`src/rtl/miv_plic_claim_sequencer_if.sv`:
```
// Bus bundle between the PLIC claim sequencer, the MIV_PLIC APB target and the
// interrupt handler: APB initiator signals plus the claimed-ID handshake.
interface miv_plic_claim_sequencer_if #(
    parameter int ID_WIDTH = 5
) ();
    logic [31:0]         INITIATOR_PADDR;
    logic                INITIATOR_PSEL;
    logic                INITIATOR_PENABLE;
    logic                INITIATOR_PWRITE;
    logic [31:0]         INITIATOR_PWDATA;
    logic [31:0]         INITIATOR_PRDATA;
    logic                INITIATOR_PREADY;
    logic                INITIATOR_PSLVERR;
    logic                ID_VALID;
    logic [ID_WIDTH-1:0] CLAIM_ID;
    logic                ID_READY;
    logic                SVC_DONE;

    modport master (
        output INITIATOR_PADDR, INITIATOR_PSEL, INITIATOR_PENABLE, INITIATOR_PWRITE,
        output INITIATOR_PWDATA, ID_VALID, CLAIM_ID,
        input  INITIATOR_PRDATA, INITIATOR_PREADY, INITIATOR_PSLVERR, ID_READY, SVC_DONE
    );

    modport slave (
        input  INITIATOR_PADDR, INITIATOR_PSEL, INITIATOR_PENABLE, INITIATOR_PWRITE,
        input  INITIATOR_PWDATA, ID_VALID, CLAIM_ID,
        output INITIATOR_PRDATA, INITIATOR_PREADY, INITIATOR_PSLVERR, ID_READY, SVC_DONE
    );
endinterface

```
`src/rtl/miv_plic_claim_sequencer.sv`:
```
// APB initiator for MIV_PLIC: keeps the enable register in step with IRQ_EN,
// claims pending sources, hands each ID to the handler and writes the completion.
module miv_plic_claim_sequencer #(
    parameter int          NUM_OF_INTS    = 4,
    parameter int          ID_WIDTH       = 5,
    parameter logic [31:0] ENABLE_ADDR    = 32'h4000_2000,
    parameter logic [31:0] CLAIM_ADDR     = 32'h4020_0004,
    parameter logic [31:0] ENABLE_MASK    = 32'h0000_00FF,
    parameter int          TIMEOUT_CYCLES = 255
) (
    input  logic                          PCLK,
    input  logic                          PRESET,
    input  logic                          PLIC_IRQ,
    input  logic                          IRQ_EN,
    miv_plic_claim_sequencer_if.master    bus,
    output logic                          BUSY,
    output logic [7:0]                    SPURIOUS_CNT,
    output logic                          APB_ERR
);
    localparam int TW = $clog2(TIMEOUT_CYCLES + 1);

    localparam logic [2:0] S_WAIT_IRQ      = 3'd0;
    localparam logic [2:0] S_EN_XFER       = 3'd1;
    localparam logic [2:0] S_CLAIM_XFER    = 3'd2;
    localparam logic [2:0] S_DISPATCH      = 3'd3;
    localparam logic [2:0] S_SERVICE       = 3'd4;
    localparam logic [2:0] S_COMPLETE_XFER = 3'd5;

    logic [2:0]          state_q, state_d;
    logic                acc_q, acc_d;
    logic [TW-1:0]       tmo_q, tmo_d;
    logic [31:0]         paddr_q, paddr_d;
    logic [31:0]         pwdata_q, pwdata_d;
    logic                en_shadow_q, en_shadow_d;
    logic                en_req_q, en_req_d;
    logic [ID_WIDTH-1:0] claim_id_q, claim_id_d;
    logic [7:0]          spur_q, spur_d;
    logic                err_q, err_d;

    logic                xfer;
    logic [ID_WIDTH-1:0] rd_id;
    logic                id_ok;
    logic                unused_prdata;

    assign xfer  = (state_q == S_EN_XFER) || (state_q == S_CLAIM_XFER) ||
                   (state_q == S_COMPLETE_XFER);
    assign rd_id = bus.INITIATOR_PRDATA[ID_WIDTH-1:0];
    assign id_ok = (rd_id != '0) && (int'(rd_id) <= NUM_OF_INTS);
    assign unused_prdata = ^bus.INITIATOR_PRDATA[31:ID_WIDTH];

    always_comb begin
        state_d     = state_q;
        acc_d       = acc_q;
        tmo_d       = tmo_q;
        paddr_d     = paddr_q;
        pwdata_d    = pwdata_q;
        en_shadow_d = en_shadow_q;
        en_req_d    = en_req_q;
        claim_id_d  = claim_id_q;
        spur_d      = spur_q;
        err_d       = err_q;

        case (state_q)
            S_WAIT_IRQ: begin
                // An enable change always wins over a pending claim.
                if (IRQ_EN != en_shadow_q) begin
                    state_d  = S_EN_XFER;
                    en_req_d = IRQ_EN;
                    paddr_d  = ENABLE_ADDR;
                    pwdata_d = IRQ_EN ? ENABLE_MASK : 32'h0;
                end else if (PLIC_IRQ) begin
                    state_d = S_CLAIM_XFER;
                    paddr_d = CLAIM_ADDR;
                end
            end
            S_DISPATCH: begin
                if (bus.ID_READY) state_d = S_SERVICE;
            end
            S_SERVICE: begin
                if (bus.SVC_DONE) begin
                    state_d  = S_COMPLETE_XFER;
                    paddr_d  = CLAIM_ADDR;
                    pwdata_d = 32'(claim_id_q);
                end
            end
            default: ;
        endcase

        // Shared setup/access sequencing for the three APB transfer states.
        if (xfer) begin
            if (!acc_q) begin
                acc_d = 1'b1;
                tmo_d = '0;
            end else if (bus.INITIATOR_PREADY) begin
                acc_d = 1'b0;
                if (bus.INITIATOR_PSLVERR) err_d = 1'b1;
                case (state_q)
                    S_EN_XFER: begin
                        en_shadow_d = en_req_q;
                        state_d     = S_WAIT_IRQ;
                    end
                    S_CLAIM_XFER: begin
                        if (bus.INITIATOR_PSLVERR || !id_ok) begin
                            spur_d  = (spur_q == 8'hFF) ? spur_q : spur_q + 8'd1;
                            state_d = S_WAIT_IRQ;
                        end else begin
                            claim_id_d = rd_id;
                            state_d    = S_DISPATCH;
                        end
                    end
                    default: state_d = S_WAIT_IRQ;
                endcase
            end else if (tmo_q == TW'(TIMEOUT_CYCLES)) begin
                // Abandon the transfer; en_shadow is untouched so an enable retries.
                acc_d   = 1'b0;
                err_d   = 1'b1;
                state_d = S_WAIT_IRQ;
            end else begin
                tmo_d = tmo_q + 1'b1;
            end
        end
    end

    always_ff @(posedge PCLK or posedge PRESET) begin
        if (PRESET) begin
            state_q     <= S_WAIT_IRQ;
            acc_q       <= 1'b0;
            tmo_q       <= '0;
            paddr_q     <= '0;
            pwdata_q    <= '0;
            en_shadow_q <= 1'b0;
            en_req_q    <= 1'b0;
            claim_id_q  <= '0;
            spur_q      <= '0;
            err_q       <= 1'b0;
        end else begin
            state_q     <= state_d;
            acc_q       <= acc_d;
            tmo_q       <= tmo_d;
            paddr_q     <= paddr_d;
            pwdata_q    <= pwdata_d;
            en_shadow_q <= en_shadow_d;
            en_req_q    <= en_req_d;
            claim_id_q  <= claim_id_d;
            spur_q      <= spur_d;
            err_q       <= err_d;
        end
    end

    assign bus.INITIATOR_PSEL    = xfer;
    assign bus.INITIATOR_PENABLE = xfer & acc_q;
    assign bus.INITIATOR_PWRITE  = (state_q == S_EN_XFER) || (state_q == S_COMPLETE_XFER);
    assign bus.INITIATOR_PADDR   = paddr_q;
    assign bus.INITIATOR_PWDATA  = pwdata_q;
    assign bus.ID_VALID          = (state_q == S_DISPATCH);
    assign bus.CLAIM_ID          = claim_id_q;
    assign BUSY                  = (state_q != S_WAIT_IRQ);
    assign SPURIOUS_CNT          = spur_q;
    assign APB_ERR               = err_q;
endmodule

```
`src/flat_wrapper.sv`:
```
// flat-port wrapper written by rule: the top's interface ports become plain ports
module miv_plic_claim_sequencer_flat 
#(
    parameter int          NUM_OF_INTS    = 4,
    parameter int          ID_WIDTH       = 5,
    parameter logic [31:0] ENABLE_ADDR    = 32'h4000_2000,
    parameter logic [31:0] CLAIM_ADDR     = 32'h4020_0004,
    parameter logic [31:0] ENABLE_MASK    = 32'h0000_00FF,
    parameter int          TIMEOUT_CYCLES = 255
)
  (PCLK, PRESET, PLIC_IRQ, IRQ_EN, BUSY, SPURIOUS_CNT, APB_ERR, bus_INITIATOR_PADDR, bus_INITIATOR_PSEL, bus_INITIATOR_PENABLE, bus_INITIATOR_PWRITE, bus_INITIATOR_PWDATA, bus_ID_VALID, bus_CLAIM_ID, bus_INITIATOR_PRDATA, bus_INITIATOR_PREADY, bus_INITIATOR_PSLVERR, bus_ID_READY, bus_SVC_DONE);
  miv_plic_claim_sequencer_if #(.ID_WIDTH(ID_WIDTH)) bus_i ();
  input  logic PCLK;
  input  logic PRESET;
  input  logic PLIC_IRQ;
  input  logic IRQ_EN;
  output logic BUSY;
  output logic [7:0] SPURIOUS_CNT;
  output logic APB_ERR;
  output wire logic [$bits(bus_i.INITIATOR_PADDR)-1:0] bus_INITIATOR_PADDR;
  output wire logic [$bits(bus_i.INITIATOR_PSEL)-1:0] bus_INITIATOR_PSEL;
  output wire logic [$bits(bus_i.INITIATOR_PENABLE)-1:0] bus_INITIATOR_PENABLE;
  output wire logic [$bits(bus_i.INITIATOR_PWRITE)-1:0] bus_INITIATOR_PWRITE;
  output wire logic [$bits(bus_i.INITIATOR_PWDATA)-1:0] bus_INITIATOR_PWDATA;
  output wire logic [$bits(bus_i.ID_VALID)-1:0] bus_ID_VALID;
  output wire logic [$bits(bus_i.CLAIM_ID)-1:0] bus_CLAIM_ID;
  input wire logic [$bits(bus_i.INITIATOR_PRDATA)-1:0] bus_INITIATOR_PRDATA;
  input wire logic [$bits(bus_i.INITIATOR_PREADY)-1:0] bus_INITIATOR_PREADY;
  input wire logic [$bits(bus_i.INITIATOR_PSLVERR)-1:0] bus_INITIATOR_PSLVERR;
  input wire logic [$bits(bus_i.ID_READY)-1:0] bus_ID_READY;
  input wire logic [$bits(bus_i.SVC_DONE)-1:0] bus_SVC_DONE;
  assign bus_INITIATOR_PADDR = bus_i.INITIATOR_PADDR;
  assign bus_INITIATOR_PSEL = bus_i.INITIATOR_PSEL;
  assign bus_INITIATOR_PENABLE = bus_i.INITIATOR_PENABLE;
  assign bus_INITIATOR_PWRITE = bus_i.INITIATOR_PWRITE;
  assign bus_INITIATOR_PWDATA = bus_i.INITIATOR_PWDATA;
  assign bus_ID_VALID = bus_i.ID_VALID;
  assign bus_CLAIM_ID = bus_i.CLAIM_ID;
  assign bus_i.INITIATOR_PRDATA = bus_INITIATOR_PRDATA;
  assign bus_i.INITIATOR_PREADY = bus_INITIATOR_PREADY;
  assign bus_i.INITIATOR_PSLVERR = bus_INITIATOR_PSLVERR;
  assign bus_i.ID_READY = bus_ID_READY;
  assign bus_i.SVC_DONE = bus_SVC_DONE;
  miv_plic_claim_sequencer #(.NUM_OF_INTS(NUM_OF_INTS), .ID_WIDTH(ID_WIDTH), .ENABLE_ADDR(ENABLE_ADDR), .CLAIM_ADDR(CLAIM_ADDR), .ENABLE_MASK(ENABLE_MASK), .TIMEOUT_CYCLES(TIMEOUT_CYCLES)) u_core (.PCLK(PCLK), .PRESET(PRESET), .PLIC_IRQ(PLIC_IRQ), .IRQ_EN(IRQ_EN), .bus(bus_i), .BUSY(BUSY), .SPURIOUS_CNT(SPURIOUS_CNT), .APB_ERR(APB_ERR));
endmodule
```
`config.mk`:
```
export PLATFORM = sky130hd
export DESIGN_NAME = miv_plic_claim_sequencer_flat
export DESIGN_NICKNAME = d
export VERILOG_FILES = /design/src/rtl/miv_plic_claim_sequencer_if.sv /design/src/rtl/miv_plic_claim_sequencer.sv /design/src/flat_wrapper.sv
export SDC_FILE = /design/constraint.sdc
export NUM_CORES = 1
export LEC_CHECK = 0
export BUFFER_PORTS_ARGS = -buffer_cell sky130_fd_sc_hd__buf_4
export CORE_MARGIN = 5
export CORE_UTILIZATION = 49
export DETAILED_ROUTE_END_ITERATION = 8
export HOLD_SLACK_MARGIN = 0.12
export PLACE_DENSITY = 0.84
export SLEW_MARGIN = 20
export SYNTH_ARGS = -nofsm -noshare
export SYNTH_HDL_FRONTEND = slang
export SYNTH_SLANG_ARGS = --single-unit
```
`constraint.sdc`:
```
create_clock -name PCLK -period 5.1 [get_ports PCLK]
set_clock_uncertainty 0.1 [all_clocks]
set_input_delay 0.255 -clock PCLK [delete_from_list [all_inputs] [get_ports PCLK]]
set_output_delay 0.255 -clock PCLK [all_outputs]
set_load 0.05 [all_outputs]
```
After elaboration in Yosys (flattened, before gate mapping)
Cells that the tools add are included.

$add $sub $neg: 2. $lt $le $gt $ge: 1. Equality and inequality tests: 14. Multiplexer cells: 28. Bitwise logic cells: 3. Reduce and logical (&&, ||, !) cells: 19.

Operators with widths (number): two-way mux 32 bit (5); one-hot mux 32 bit (2 select lines) (2); two-way mux 8 bit (4); two-way mux 3 bit (9); adder 8 x 1 -> 8 bit, second input constant (2); equality test 8 bit, second input constant (2); one-hot mux 3 bit (3 select lines) (1); AND reduction 3 bit (3); AND reduction 4 bit (2); equality test 3 x 2 -> 1 bit, second input constant (2); equality test 3 bit, second input constant (2); two-way mux 1 bit (6); != test 2 bit, second input constant (3); AND reduction 6 bit (1); <= comparator 5 x 3 -> 1 bit, second input constant (1); AND reduction 5 bit (1); nonzero test 5 bit (1); logical OR 1 bit (4); != test 2 x 1 -> 1 bit, second input constant (2); nonzero test 2 bit (2); equality test 3 x 1 -> 1 bit, second input constant (1); logical NOT 3 bit (1); != test 3 x 2 -> 1 bit, second input constant (1); nonzero test 3 bit (1); 7 further kinds (8).

Register bits after elaboration: 92. Input port bits: 40. Output and inout port bits: 83.

Depth between registers and ports, before layout
Depth after elaboration: 9. Mapped depth: 7. Gate-level depth less buffers: 6.

Worst setup path after synthesis
Ideal clock, no wire load.

Path type: register -> register. From: reg u_core.state_q[1]. To: reg u_core.state_q[2]. Library setup time: 0.143 ns. Data arrival time: 2.229 ns. Data required time: 4.857 ns. Setup slack: 2.628 ns. Stages on the path, launching flop included: 8. Buffers on the path: 1. Period minus slack after synthesis: 2.472 ns. Path through: dfrtp_1 buf_4 nand2b_4 inv_1 nor2_1 inv_1 and2_1 a21oi_1.

RTL lines: start: declaration (RTL line miv_plic_claim_sequencer.sv:29) `logic [2:0] state_q, state_d;`; start signal: assignment (RTL line miv_plic_claim_sequencer.sv:137) `state_q <= state_d;`; equality test 3 x 1 -> 1 bit or equality test 3 x 2 -> 1 bit (tied branches) (RTL line miv_plic_claim_sequencer.sv:45) `assign xfer = (state_q == S_EN_XFER) || (state_q == S_CLAIM_XFER) ||`; logical OR 1 bit (RTL line miv_plic_claim_sequencer.sv:45); logical OR 1 bit * (RTL line miv_plic_claim_sequencer.sv:45); via bus_INITIATOR_PSEL (RTL line flat_wrapper.sv:21) `output wire logic [$bits(bus_i.INITIATOR_PSEL)-1:0] bus_INITIATOR_PSEL;`; two-way mux 3 bit * (RTL line miv_plic_claim_sequencer.sv:90) `if (xfer) begin`; via u_core.state_d[2] (RTL line miv_plic_claim_sequencer.sv:29).

Mark *: on every way through the listed nets, which the timed path passes. The rest lies on a longest branch. A chain may end at the register's enable or synchronous reset.

Final worst setup path
From: reg u_core.state_q[2]. To: out bus_INITIATOR_PENABLE.

Longest elaborated chain between the ends: 4.

Ends and longest elaborated chain: equality test 3 x 1 -> 1 bit or equality test 3 x 2 -> 1 bit (tied branches) (RTL line miv_plic_claim_sequencer.sv:45); logical OR 1 bit (RTL line miv_plic_claim_sequencer.sv:45); logical OR 1 bit * (RTL line miv_plic_claim_sequencer.sv:45); AND 1 bit * (RTL line miv_plic_claim_sequencer.sv:151) `assign bus.INITIATOR_PENABLE = xfer & acc_q;`; end: declaration (RTL line flat_wrapper.sv:22) `output wire logic [$bits(bus_i.INITIATOR_PENABLE)-1:0] bus_INITIATOR_PENABLE;`.

Mark *: on every way between the ends. The rest lies on a longest branch, timed or not.

==> results.sh <==
export IMPL_routed_wl_um=4510
export IMPL_setup_viol=0
export IMPL_design_core_area_um2=4690
export IMPL_hold_class="in2reg"
export IMPL_cts_root_buffer="clkbuf_8"
export IMPL_mostFrequentLayoutCells="52 x conb_1, 44 x buf_4, 37 x dfrtp_1"
export IMPL_synth_distinct_cells=46
export IMPL_fin_util_pct=56.0
export IMPL_path_cells="nor3b_1 -> nor2_1 -> inv_1 -> and2_1 -> buf_4"
export IMPL_cts_inserted_buffers=5
export IMPL_vias=1740
export IMPL_grt_pass1_wl_um=7110
export IMPL_clk_path_buf_depth=2
export IMPL_synth_seq_cells=37
export IMPL_hold_buffers=4
export IMPL_chipWidth_um=79.4
export IMPL_drt_vias_per_instance=5.06
export IMPL_grt_antenna_before_repair=0
export IMPL_synth_ff_type="dfrtp_1"
export IMPL_post_cts_resized=0
export IMPL_cts_setup_buffers=0
export IMPL_place_area_um2=2490
export IMPL_yosys_warnings=0
export IMPL_path_clk_slew_ns=0.08
export IMPL_min_period_ns=2.35
export IMPL_slowest_stage="dfrtp_1"
export IMPL_maxSlewHeadroom_pct=59.7
export IMPL_critical_path_class="reg2out"
export IMPL_slowest_delay_ns=0.55
export IMPL_avgSynthCellArea_um2=9.64
export IMPL_grt_max_degree=38
export IMPL_htree_levels=2
export IMPL_hold_viol_final=0
export IMPL_rsz0062_at_grt="false"
export IMPL_start_kind="register"
export IMPL_drt_iter0_drc=121
export IMPL_clock_latency_ns=0.29
export IMPL_gp_congestion=0.796
export IMPL_p_leak_uw=0.00135
export IMPL_ios=123
export IMPL_hpwl_um=3370
export IMPL_cp_required_ns=4.74
export IMPL_syn_area_um2=2360
export IMPL_async_flop_share_pct=100
export IMPL_fmax_mhz=425
export IMPL_track_usage_pct=14.4
export IMPL_cap_violations=0
export IMPL_worstPathMaxFanout=16
export IMPL_post_route_period_util_pct=46.2
export IMPL_start_util_pct=50.3
export IMPL_grt_pass1_vias=1533
export IMPL_ant_nets=0
export IMPL_p_per_area_nw_per_um2=580
export IMPL_setup_tns_ns=0
export IMPL_final_area_um2=2630
export IMPL_die_area_um2=6310
export IMPL_synth_edff_count=0
export IMPL_drc=0
export IMPL_cts_tree="built"
export IMPL_area_delta_synth_final_pct=11.2
export IMPL_drive_gt1_share_pct=23.1
export IMPL_final_common_cell="conb_1"
export IMPL_worstMarginPinSlew_ns=0.604
export IMPL_synthCells=245
export IMPL_crit_path_end_kind="primary output"
export IMPL_fin_nets=331
export IMPL_hold_slack_ns=0.123
export IMPL_seq_area_frac_synth_pct=39.2
export IMPL_die_y_um=79.4
export IMPL_antenna_cells=0
export IMPL_slew_viol_final=0
export IMPL_numPortBuffers=43
export IMPL_firstDrtPassIters=4
export IMPL_post_drt_wl_per_cell_um=13.1
export IMPL_irDropWorstVdd_mv=0.546
export IMPL_rows=25
export IMPL_grt_ovfl_total=0
export IMPL_arrival_ns=2.00
export IMPL_outcome="complete, no violations"
export IMPL_clock_sinks=37
## sequential cells by signal, summed over array words and instances (netlist names)
| signal | flops |
|---|---|
| u_core.APB_ERR | 1 |
| u_core.SPURIOUS_CNT | 8 |
| u_core.en_req_q | 1 |
| u_core.acc_q | 1 |
| u_core.bus.INITIATOR_PWDATA | 6 |
| u_core.en_shadow_q | 1 |
| u_core.bus.CLAIM_ID | 5 |
| u_core.tmo_q | 8 |
| u_core.state_q | 3 |
| u_core.bus.INITIATOR_PADDR | 3 |
## kinds of logic (layout without fill, tap and decap cells)
| group | Yosys count | count (layout) | synth area share (%) |
|---|---|---|---|
| flops | 37 | 37 | 39.2 |
| mux | 6 | 6 | 2.81 |
| other cells | 1 | 52 | 0.159 |
| compound gates | 34 | 34 | 9.22 |
| fa+ha+maj | 2 | 2 | 1.06 |
| xor+xnor | 9 | 9 | 3.34 |
| simple gates | 87 | 87 | 23.6 |
| buf+inv | 69 | 63 | 20.6 |
## through the flow
step / worst slack, ns / instances / power (uW)
floorplan: 2.63 / 296 / 1150
global placement: 2.80 / 332 / 1290
detailed placement: 2.78 / 332 / 1300
CTS: 2.75 / 344 / 1530
global route: 2.59 / 344 / 1620
finish: 2.75 / 344 / 1520
## synthesized netlist by cell type, drive strengths merged (3+ instances only)
master  count  area [um2]
o21ai      10        50.1
a21oi       8        40.0
inv         7        26.3
nor4        5        71.3
nand4      10        62.6
nor3        4        31.3
nor2b       3        18.8
dfrtp      37         926
nand2      17        63.8
nor2        7        33.8
and3        7        43.8
buf        60         453
mux2        5        56.3
nand3b      3        22.5
o21bai      3        22.5
or3         3        18.8
xor2        8        70.1
nand3      17        85.1
o211ai      3        22.5
## cell type report
type | count | area, um2
clock buffer | 6 | 82.6
clock inverter | 2 | 13.8
fill | 422 | 2070
inverter | 7 | 26.3
multi-input combinational | 190 | 1140
sequential | 37 | 926
tap | 54 | 67.6
timing repair buffer | 48 | 370
## layer usage
layer,routed length [um],up-vias,GRT usage [%]
met5,0,-,0
met4,59,0,5.15
met3,372,8,3.61
met2,2070,72,22.2
met1,2010,822,19.6
li1,-,838,-
## power breakdown
group | total, uW | switching (uW) | leakage (uW) | internal (uW)
sequential | 482 | 108 | 0.000474 | 374
clock | 224 | 114 | 0.0000512 | 110
combinational | 818 | 579 | 0.000822 | 239
## path summary, 6_finish.rpt
path / start / end / depth (start not counted) / slack, ns
max in group asynchronous: PRESET / u_core.tmo_q[6]$_DFFE_PP0P_ / 4 / 4.05
hold reg to reg: u_core.bus.INITIATOR_PADDR[30]$_DFFE_PP0P_ / u_core.bus.INITIATOR_PADDR[30]$_DFFE_PP0P_ / 1 / 0.38
setup reg to reg: u_core.state_q[2]$_DFF_PP0_ / u_core.bus.CLAIM_ID[2]$_DFFE_PP0P_ / 4 / 2.76
min in group asynchronous: PRESET / u_core.SPURIOUS_CNT[1]$_DFFE_PP0P_ / 4 / 0.51
hold / removal: bus_INITIATOR_PSLVERR / u_core.APB_ERR$_DFFE_PP0P_ / 3 / 0.12
setup / recovery: u_core.state_q[2]$_DFF_PP0_ / bus_INITIATOR_PENABLE / 5 / 2.75
## critical path: cells and delay by family (launching register included)
family,cells,cell delay (ns)
flip-flops,1,0.55
buffers and inverters,2,0.39
AND/OR/NAND/NOR,3,0.76
Note: power is estimated with default switching activity, not from simulation.
